`src/rtl/snake_game_ctrl_pkg.sv`:
```
// Shared definitions for the snake game controller: state encoding,
// default PS/2 set-2 key codes and the level counter width.
package snake_game_ctrl_pkg;

  typedef enum logic [2:0] {
    ST_BLACK = 3'd0,
    ST_INIT  = 3'd1,
    ST_RUN   = 3'd2,
    ST_PAUSE = 3'd3,
    ST_DEAD  = 3'd4
  } state_t;

  localparam logic [7:0] KEY_SPACE = 8'h29;
  localparam logic [7:0] KEY_P     = 8'h4D;
  localparam logic [7:0] KEY_ESC   = 8'h76;

  localparam int LEVEL_W = 3;

endpackage

```
`src/rtl/snake_tick_gen.sv`:
```
// Move-tick generator: level-scaled period with a floor, a counter with
// enable/clear, and a one-cycle registered move_tick pulse at each wrap.
module snake_tick_gen
  import snake_game_ctrl_pkg::*;
#(
  parameter int TICK_BASE = 10_000_000,
  parameter int TICK_STEP = 1_000_000,
  parameter int TICK_MIN  = 2_000_000
) (
  input  logic               clk,
  input  logic               rst_n,
  input  logic               en,
  input  logic               clr,
  input  logic [LEVEL_W-1:0] level,
  output logic               move_tick
);

  localparam int PER_MAX = (TICK_BASE > TICK_MIN) ? TICK_BASE : TICK_MIN;
  localparam int CNT_W   = $clog2(PER_MAX + 1);

  // Clamp before subtracting so a large level never underflows the period.
  function automatic logic [CNT_W-1:0] period_for(input logic [LEVEL_W-1:0] lvl);
    logic [63:0] red;
    logic [63:0] base;
    logic [63:0] pmin;
    red  = 64'(lvl) * 64'(TICK_STEP);
    base = 64'(TICK_BASE);
    pmin = 64'(TICK_MIN);
    if (red + pmin >= base)
      return CNT_W'(pmin);
    return CNT_W'(base - red);
  endfunction

  logic [CNT_W-1:0] cnt;
  logic [CNT_W-1:0] period_q;

  // The period is re-sampled only at a wrap, so level changes land on the next period.
  always_ff @(posedge clk or negedge rst_n) begin
    if (!rst_n) begin
      cnt       <= '0;
      period_q  <= period_for('0);
      move_tick <= 1'b0;
    end else begin
      move_tick <= 1'b0;
      if (clr) begin
        cnt      <= '0;
        period_q <= period_for('0);
      end else if (en) begin
        if (cnt == period_q - CNT_W'(1)) begin
          cnt       <= '0;
          move_tick <= 1'b1;
          period_q  <= period_for(level);
        end else begin
          cnt <= cnt + CNT_W'(1);
        end
      end
    end
  end

endmodule

```
`src/rtl/snake_game_ctrl.sv`:
```
// Snake game-state controller: BLACK/INIT/RUN/PAUSE/DEAD FSM with pause,
// quit, score/level counters, speed-scaled move tick and a death flash.
module snake_game_ctrl
  import snake_game_ctrl_pkg::*;
#(
  parameter int         TICK_BASE      = 10_000_000,
  parameter int         TICK_STEP      = 1_000_000,
  parameter int         TICK_MIN       = 2_000_000,
  parameter int         FOOD_PER_LEVEL = 5,
  parameter int         MAX_LEVEL      = 7,
  parameter int         SCORE_W        = 10,
  parameter int         FLASH_HALF     = 25_000_000,
  parameter logic [7:0] KEY_START      = KEY_SPACE,
  parameter logic [7:0] KEY_PAUSE      = KEY_P,
  parameter logic [7:0] KEY_QUIT       = KEY_ESC
) (
  input  logic               clk,
  input  logic               rst_n,
  input  logic               key_pressed,
  input  logic [7:0]         key_code,
  input  logic               died,
  input  logic               food_eaten,
  output logic               init_snake,
  output logic               screen_black,
  output logic               screen_pause,
  output logic               move_tick,
  output logic [SCORE_W-1:0] score,
  output logic [LEVEL_W-1:0] level,
  output logic               flash
);

  localparam int FC_W = $clog2(FOOD_PER_LEVEL + 1);
  localparam int FL_W = $clog2(FLASH_HALF + 1);

  state_t state;
  state_t state_next;

  logic key_start;
  logic key_pause;
  logic key_quit;
  logic food_run;

  logic [FC_W-1:0] food_cnt;
  logic [FL_W-1:0] flash_cnt;

  assign key_start = key_pressed && (key_code == KEY_START);
  assign key_pause = key_pressed && (key_code == KEY_PAUSE);
  assign key_quit  = key_pressed && (key_code == KEY_QUIT);
  assign food_run  = food_eaten && (state == ST_RUN);

  always_ff @(posedge clk or negedge rst_n) begin
    if (!rst_n)
      state <= ST_BLACK;
    else
      state <= state_next;
  end

  // In RUN a collision outranks any key arriving in the same cycle.
  always_comb begin
    state_next = state;
    case (state)
      ST_BLACK: if (key_start) state_next = ST_INIT;
      ST_INIT:  state_next = ST_RUN;
      ST_RUN: begin
        if (died)           state_next = ST_DEAD;
        else if (key_quit)  state_next = ST_BLACK;
        else if (key_pause) state_next = ST_PAUSE;
      end
      ST_PAUSE: begin
        if (key_quit)       state_next = ST_BLACK;
        else if (key_pause) state_next = ST_RUN;
      end
      ST_DEAD: begin
        if (key_start)      state_next = ST_INIT;
        else if (key_quit)  state_next = ST_BLACK;
      end
      default: state_next = ST_BLACK;
    endcase
  end

  // Outputs are registered from the next state so they line up with the state register.
  always_ff @(posedge clk or negedge rst_n) begin
    if (!rst_n) begin
      init_snake   <= 1'b0;
      screen_black <= 1'b1;
      screen_pause <= 1'b0;
    end else begin
      init_snake   <= (state_next == ST_INIT);
      screen_black <= (state_next == ST_BLACK);
      screen_pause <= (state_next == ST_PAUSE) || (state_next == ST_DEAD);
    end
  end

  // Counters clear on entry to INIT so the INIT cycle already shows a fresh game.
  always_ff @(posedge clk or negedge rst_n) begin
    if (!rst_n) begin
      score    <= '0;
      level    <= '0;
      food_cnt <= '0;
    end else if (state_next == ST_INIT) begin
      score    <= '0;
      level    <= '0;
      food_cnt <= '0;
    end else if (food_run) begin
      if (!(&score))
        score <= score + SCORE_W'(1);
      if (food_cnt == FC_W'(FOOD_PER_LEVEL - 1)) begin
        food_cnt <= '0;
        if (level < LEVEL_W'(MAX_LEVEL))
          level <= level + LEVEL_W'(1);
      end else begin
        food_cnt <= food_cnt + FC_W'(1);
      end
    end
  end

  always_ff @(posedge clk or negedge rst_n) begin
    if (!rst_n) begin
      flash     <= 1'b0;
      flash_cnt <= '0;
    end else if (state_next != ST_DEAD) begin
      flash     <= 1'b0;
      flash_cnt <= '0;
    end else if (state != ST_DEAD) begin
      flash     <= 1'b1;
      flash_cnt <= '0;
    end else if (flash_cnt == FL_W'(FLASH_HALF - 1)) begin
      flash     <= ~flash;
      flash_cnt <= '0;
    end else begin
      flash_cnt <= flash_cnt + FL_W'(1);
    end
  end

  snake_tick_gen #(
    .TICK_BASE (TICK_BASE),
    .TICK_STEP (TICK_STEP),
    .TICK_MIN  (TICK_MIN)
  ) u_tick_gen (
    .clk       (clk),
    .rst_n     (rst_n),
    .en        (state == ST_RUN),
    .clr       (state == ST_INIT),
    .level     (level),
    .move_tick (move_tick)
  );

endmodule

```
`config.mk`:
```
export PLATFORM = sky130hd
export DESIGN_NAME = snake_game_ctrl
export DESIGN_NICKNAME = d
export VERILOG_FILES = /design/src/rtl/snake_game_ctrl_pkg.sv /design/src/rtl/snake_tick_gen.sv /design/src/rtl/snake_game_ctrl.sv
export SDC_FILE = /design/constraint.sdc
export NUM_CORES = 1
export LEC_CHECK = 0
export ABC_AREA = 1
export BUFFER_PORTS_ARGS = -buffer_cell sky130_fd_sc_hd__buf_2
export CAP_MARGIN = 20
export CORE_MARGIN = 1
export CORE_UTILIZATION = 60
export CTS_CLUSTER_DIAMETER = 30
export DETAILED_ROUTE_END_ITERATION = 7
export GPL_TIMING_DRIVEN = 0
export PLACE_DENSITY_LB_ADDON = 0.12
export SLEW_MARGIN = 20
export SYNTH_ARGS = -nofsm -noshare
export SYNTH_HDL_FRONTEND = slang
export SYNTH_SLANG_ARGS = --single-unit
```
`constraint.sdc`:
```
create_clock -name clk -period 3.78 [get_ports clk]
set_input_delay 0.756 -clock clk [delete_from_list [all_inputs] [get_ports clk]]
set_output_delay 0.756 -clock clk [all_outputs]
set_load 0.005 [all_outputs]
```
==> flow_summary.yaml, run 1 <==
global_route:
  grt_pass1_vias: 5496
  grt-busiest-layer: "met2"
  grt_pass1_wl_mm: 25.4
  grt_util_met3_pct: 4.02
  track_usage_pct: 28.5
  overflow: 0
  grt_max_degree: 60
  grtUsageMet2_pct: 45.5
  antenna_found_initial: 0
  met1_usage_pct: 39.8
sta:
  drv_slew: 0
  max_slew.worst_pin.slew_ps: 529
  finalSetupViolations: 0
  hold_viol_final: 0
  finalCritPeriodShare_pct: 91.9
  holdWs_ps: 302
  slew-limit-headroom_pct: 64.8
  min_period_ps: 3470
  finClkSkew_ps: 8.22
  rsz0062_at_grt: "false"
  fmax_ghz: 0.288
routing:
  postRouteAntennaNets: 0
  drtIter0Drc: 437
  dr_total_vias: 6024
  dr.pass1.iters: 7
  wire_per_inst_um: 13.1
  drc_errors: 0
  via_per_inst: 5.34
  wl_mm: 14.8
logic_synthesis:
  yosysWarnings: 0
  post_synth_num_cell_types: 43
  syn_inst: 939
  synthTopCellsByArea: "dfrtp_1, nand2_1, nor2_1, nand3_1, inv_1"
  syn_area_um2: 6450
  yosysTopAreaCellShare_pct: 30.7
  synth.avg_cell_area_um2: 6.87
  yosysTopAreaCell: "dfrtp_1"
  ys_seq_area_share_pct: 33.9
  synth-seq-cells: 87
  syn_nets: 983
place:
  port_buffers: 30
  dp_hpwl_mm: 11.5
  place_inst: 1106
  dpl_cell_area_um2: 6800
  globalplace.congestion: 0.925
layout:
  final_cells: 1129
  area_delta_synth_final_pct: 9.14
  drive_gt1_share_pct: 9.77
  fin_nets: 1032
  fin_area_um2: 7040
  fillCellCount: 925
  diodes: 0
cts:
  cts_buffers: 9
  clock_sinks: 87
  cts-root-buf: "clkbuf_8"
  cts.path.max_buffers: 2
  cts_tree: "yes"
  h-tree-depth: 3
  clk_latency_ps: 370
  ctsHoldBuffers: 0
  clkTransAtPathRegs_ps: 90
power_and_ir_drop:
  p_clk_share_pct: 37.2
  p_switching_mw: 0.403
  seqPwrFrac_pct: 58.5
  p_comb_share_pct: 4.3
  switching_share_pct: 24.8
  peakVddDrop_v: 0.000206
  leakage_nw: 3.52
  p_per_area_nw_per_um2: 231
  intPower_mw: 1.22
floorplanning:
  die_w_um: 106
  core_area_um2: 10400
  rows: 37
  ios: 31
  die_area_um2: 11200
  start_util_pct: 62.2
  die_h_um: 106
critical_path:
  ff2ff_setup_slack_ps: 310
  critPathCaptureType: "flip-flop"
  reg2regPathDepth: 18
  critical_path.cell_chain: "clkinvlp_4, ha_1, ha_1, inv_1, fa_1, inv_1, nor2_1, nand2_1, inv_1, nand2_1, a21boi_0, nand2_1, nand3_1, nand2_1, nand2_1, nor2_1, nand3_1, nand2_1"
  arrival_ps: 3730
  cp-endpoint: "u_tick_gen.period_q[11]"
  critPathTopFamily: "adder cells"
  startpoint: "level[0]"
  cpMaxStageDelayCell: "fa_1"
  worst-setup-path-type: "flip-flop to flip-flop"
  path_depth: 18
  worstPathRequired_ps: 4040
  crit_path_start_kind: "flip-flop"
  r2r_end: "u_tick_gen.period_q[11]"
  max_stage_delay_ps: 560
  path_buf_inv: 4
  cp_common_cell: "nand2_1"
  r2r_start: "level[0]"
  critPathMaxFanout: 8
hold_path:
  hold_class: "primary input to asynchronous set/reset pin"
run:
  max_cap_violations: 0
outcome:
  status: "complete, no violations"
[sequential cells by signal, indices dropped and copies added (netlist names)]
name / cells
screen_black: 1
u_tick_gen.cnt: 24
food_cnt: 3
flash: 1
init_snake: 1
level: 3
screen_pause: 1
state: 3
score: 10
flash_cnt: 25
u_tick_gen.period_q: 14
u_tick_gen.move_tick: 1
[cell families (layout without fill, tap and decap cells)]
| logic type | count (synthesis) | count (layout) | share of synthesized area (%) |
|---|---|---|---|
| AOI/OAI and AO/OA | 60 | 60 | 5.01 |
| and+or+nand+nor | 572 | 572 | 39.1 |
| DFF | 87 | 87 | 33.9 |
| xor gates and xnor gates | 53 | 53 | 7.31 |
| adders and majority gates | 31 | 31 | 6.48 |
| buffers and inverters | 136 | 190 | 8.23 |
[layout by cell type, fill, tap and decap left out, types with 22 or more instances in the layout]
cell type / count
ha_1: 27
nor2_1: 125
dfrtp_1: 77
nand3_1: 92
inv_1: 108
buf_2: 33
nand2_1: 261
nor3_1: 22
xor2_1: 38
nand4_1: 28
[layer usage]
metal	vias to the layer above	share of wire (%)
li1	3096	-
met2	150	46
met3	23	5.2
met4	0	2.1
met1	2755	47
met5	-	0
[Yosys cell counts]
library cell and n:
a211oi_1 1, a21boi_0 1, a21o_1 2, a21oi_1 18
a31oi_1 1, and2_1 1, and3_1 2, buf_1 5
buf_2 4, buf_4 2, buf_6 1, clkbuf_1 8
dfrtp_1 79, dfstp_2 8, fa_1 4, ha_1 27
inv_1 109, inv_2 7, nand2_1 261, nand2_2 4
nand2_4 1, nand3_1 92, nand3_2 1, nand3b_1 16
nand4_1 28, nand4_2 1, nor2_1 125, nor2_2 6
nor2_4 1, nor3_1 22, nor3b_1 1, nor4_1 6
nor4_2 1, o211ai_1 2, o21ai_0 21, o21ai_1 11
o21bai_1 2, o22ai_1 1, or2_2 2, or4_1 1
xnor2_1 14, xor2_1 38, xor2_2 1
[through the flow]
stage	power, mW	worst slack [ps]	utilization (%)	TNS, ps
2_1_floorplan	0.996	541	-	0
3_3_place_gp	1.03	6.79	65.3	0
3_5_place_dp	1.04	-36.1	65.6	-36.1
4_1_cts	1.65	4.82	67.3	0
5_1_grt	1.69	21.5	67.9	0
6_report	1.62	305	67.9	0
[what timing repair did]
action,in CTS,in global routing
cloned,0,0
setup buffers,0,7
setup endpoints to repair,3,11
endpoints found under the hold margin,0,0
resized for setup,1,2
[power by group through the flow]
stage	clock [mW]	sequential (mW)	combinational [mW]
5_1_grt	0.656	0.952	0.0812
3_3_place_gp	0	0.968	0.0660
4_1_cts	0.624	0.951	0.0718
6_report	0.605	0.951	0.0694
2_1_floorplan	0	0.967	0.0292
3_5_place_dp	0	0.969	0.0713
[worst min-delay path by stage]
stage                       startpoint           endpoint  cells after the start
after floorplan           flash_cnt[0]       flash_cnt[0]                      1
after global placement    flash_cnt[0]       flash_cnt[0]                      1
after detailed placement  flash_cnt[0]       flash_cnt[0]                      1
after CTS                        rst_n  u_tick_gen.cnt[9]                      1
after global routing             rst_n  u_tick_gen.cnt[9]                      1
final                            rst_n  u_tick_gen.cnt[9]                      1
[layout make-up]
cell class | count | area [um^2] | area share (%)
buffer | 20 | 95.1 | 1.35
clock buffer | 10 | 138 | 1.96
clock inverter | 6 | 42.5 | 0.604
inverter | 116 | 439 | 6.24
multi-input combinational | 716 | 3730 | 53.0
sequential | 87 | 2190 | 31.1
tap | 136 | 170 | 2.42
timing repair buffer | 38 | 233 | 3.31
No activity file was read; power rests on OpenSTA's default activity.
==> run 2, diff against run 1 <==
--- a/config.mk
+++ b/config.mk
@@ -8,7 +8,7 @@
 export ABC_AREA = 1
 export BUFFER_PORTS_ARGS = -buffer_cell sky130_fd_sc_hd__buf_2
 export CAP_MARGIN = 20
-export CORE_MARGIN = 1
+export CORE_MARGIN = 2
 export CORE_UTILIZATION = 60
 export CTS_CLUSTER_DIAMETER = 30
 export DETAILED_ROUTE_END_ITERATION = 7
==> constraint.sdc (replaced) <==
create_clock -name clk -period 4.3 [get_ports clk]
set_input_delay 0.86 -clock clk [delete_from_list [all_inputs] [get_ports clk]]
set_output_delay 0.86 -clock clk [all_outputs]
set_load 0.005 [all_outputs]
==> run 2 against run 1 <==
Non-clock buffer count is 7 lower. First-iteration DRC count shrank 11%. Routed wire length fell by 0.54%. Combinational power fell by 12%. Count of clock-buffer cells in the layout grew 1. Final cell count shrank 0.62%. Critical endpoint is now u_tick_gen.period_q[22]. Largest cell class unchanged.
==> flow_summary.yaml, run 2 (synthesis results as in run 1) <==
critical_path:
  startpoint: "level[1]"
  critPathMaxFanout: 14
  arrival_ps: 4170
  worstPathRequired_ps: 4540
  ff2ff_setup_slack_ps: 370
  worst-setup-path-type: "flip-flop to flip-flop"
  reg2regPathDepth: 18
  r2r_end: "u_tick_gen.period_q[22]"
  critPathCaptureType: "flip-flop"
  r2r_start: "level[1]"
  cp-endpoint: "u_tick_gen.period_q[22]"
  crit_path_start_kind: "flip-flop"
sta:
  max_slew.worst_pin.slew_ps: 617
  finalCritPeriodShare_pct: 91.4
  hold_viol_final: 0
  finClkSkew_ps: 16.3
  finalSetupViolations: 0
  fin_tns_setup_ps: 0
  fmax_ghz: 0.254
  rsz0062_at_grt: "false"
  min_period_ps: 3930
  slew-limit-headroom_pct: 58.9
  drv_slew: 0
place:
  port_buffers: 30
  dp_hpwl_mm: 11.6
  dpl_cell_area_um2: 6790
  globalplace.congestion: 0.950
hold_path:
  holdPathStages: 1
  hold_class: "flip-flop to flip-flop"
global_route:
  grt_max_degree: 49
  grt_pass1_vias: 5447
  overflow: 0
  antenna_found_initial: 0
  grt_pass1_wl_mm: 25.6
  track_usage_pct: 27.5
layout:
  drive_gt1_share_pct: 8.82
  fin_nets: 1025
  reg_top3: "flash_cnt (25), u_tick_gen.cnt (24), u_tick_gen.period_q (14)"
  layout_common_cells: "nand2_1, nor2_1, inv_1"
  postLayoutCoreUtil_pct: 67.3
  layout_commonest_cell: "nand2_1"
  diodes: 0
  area_delta_synth_final_pct: 8.27
  fin_area_um2: 6980
  regMostFlops: "flash_cnt"
  largest_reg_flops: 25
power_and_ir_drop:
  peakVddDrop_v: 0.000204
  leakage_nw: 3.50
  p_per_area_nw_per_um2: 206
cts:
  cts-root-buf: "clkbuf_8"
  clkTransAtPathRegs_ps: 90
  cts.path.max_buffers: 2
  h-tree-depth: 3
  cts_tree: "yes"
  cts_buffers: 9
  ctsHoldBuffers: 0
  postCtsSetupBuffers: 0
  post_cts_resized: 0
  clk_latency_ps: 360
  clock_sinks: 87
routing:
  drc_errors: 0
  wire_per_inst_um: 13.2
  via_per_inst: 5.31
  wl_mm: 14.8
  dr.pass1.iters: 5
  postRouteAntennaNets: 0
  drtIter0Drc: 389
  dr_total_vias: 5958
floorplanning:
  ios: 31
  start_util_pct: 62.2
  die_h_um: 108
  core_area_um2: 10400
  die_w_um: 108
  die_area_um2: 11600
  rows: 37
outcome:
  status: "complete, no violations"
run:
  max_cap_violations: 0
[run 2: worst min path at each step]
stage	start	to	slack, ps
final	flash_cnt[0]	flash_cnt[0]	490
after global routing	flash_cnt[0]	flash_cnt[0]	520
after CTS	flash_cnt[0]	flash_cnt[0]	500
after detailed placement	flash_cnt[0]	flash_cnt[0]	490
after global placement	flash_cnt[0]	flash_cnt[0]	480
after floorplan	flash_cnt[0]	flash_cnt[0]	450
[run 2: metrics by stage]
stage	setup slack, ps	cells	total power [mW]	hold slack, ps
5_1_grt	66.2	1122	1.50	523
3_3_place_gp	469	1105	0.909	477
6_report	368	1122	1.44	493
3_5_place_dp	425	1106	0.913	486
2_1_floorplan	1060	939	0.875	455
4_1_cts	402	1122	1.46	498
[run 2: power breakdown]
part	switching (mW)	internal [mW]
registers	0.00841	0.827
logic	0.0418	0.0190
clock network	0.297	0.246
total	0.348	1.09
[run 2: final cells by class]
| cell class | count | area (um^2) |
|---|---|---|
| repair buffers | 31 | 173 |
| flip-flops and latches | 87 | 2190 |
| fillers | 970 | 3390 |
| clock buffers | 11 | 151 |
| multi-input cells | 716 | 3730 |
| inverters | 116 | 435 |
| well taps | 136 | 170 |
| plain buffers | 20 | 95.1 |
| clock inverters | 5 | 38.8 |
[run 2: layer usage]
layer	vias up	wire (um)	track usage, %
li1	3087	-	-
met1	2698	7000	39.4
met2	154	6780	43.8
met3	19	718	3.81
met4	0	264	7.51
met5	-	0	0
[run 2: worst max-delay path, stage by stage (launching register included)]
cell      delay (ps)
dfrtp_1          710
inv_1            340
ha_1             470
ha_1             200
inv_1             60
fa_1             570
inv_1             70
nor2_1           220
nand2_1          110
inv_1             80
nand2_1           50
a21boi_0         150
nand2_1           70
nand3_1           90
nand2_1          190
nand2_1          230
nor2_1            60
nand3_1           80
nand2_1           60
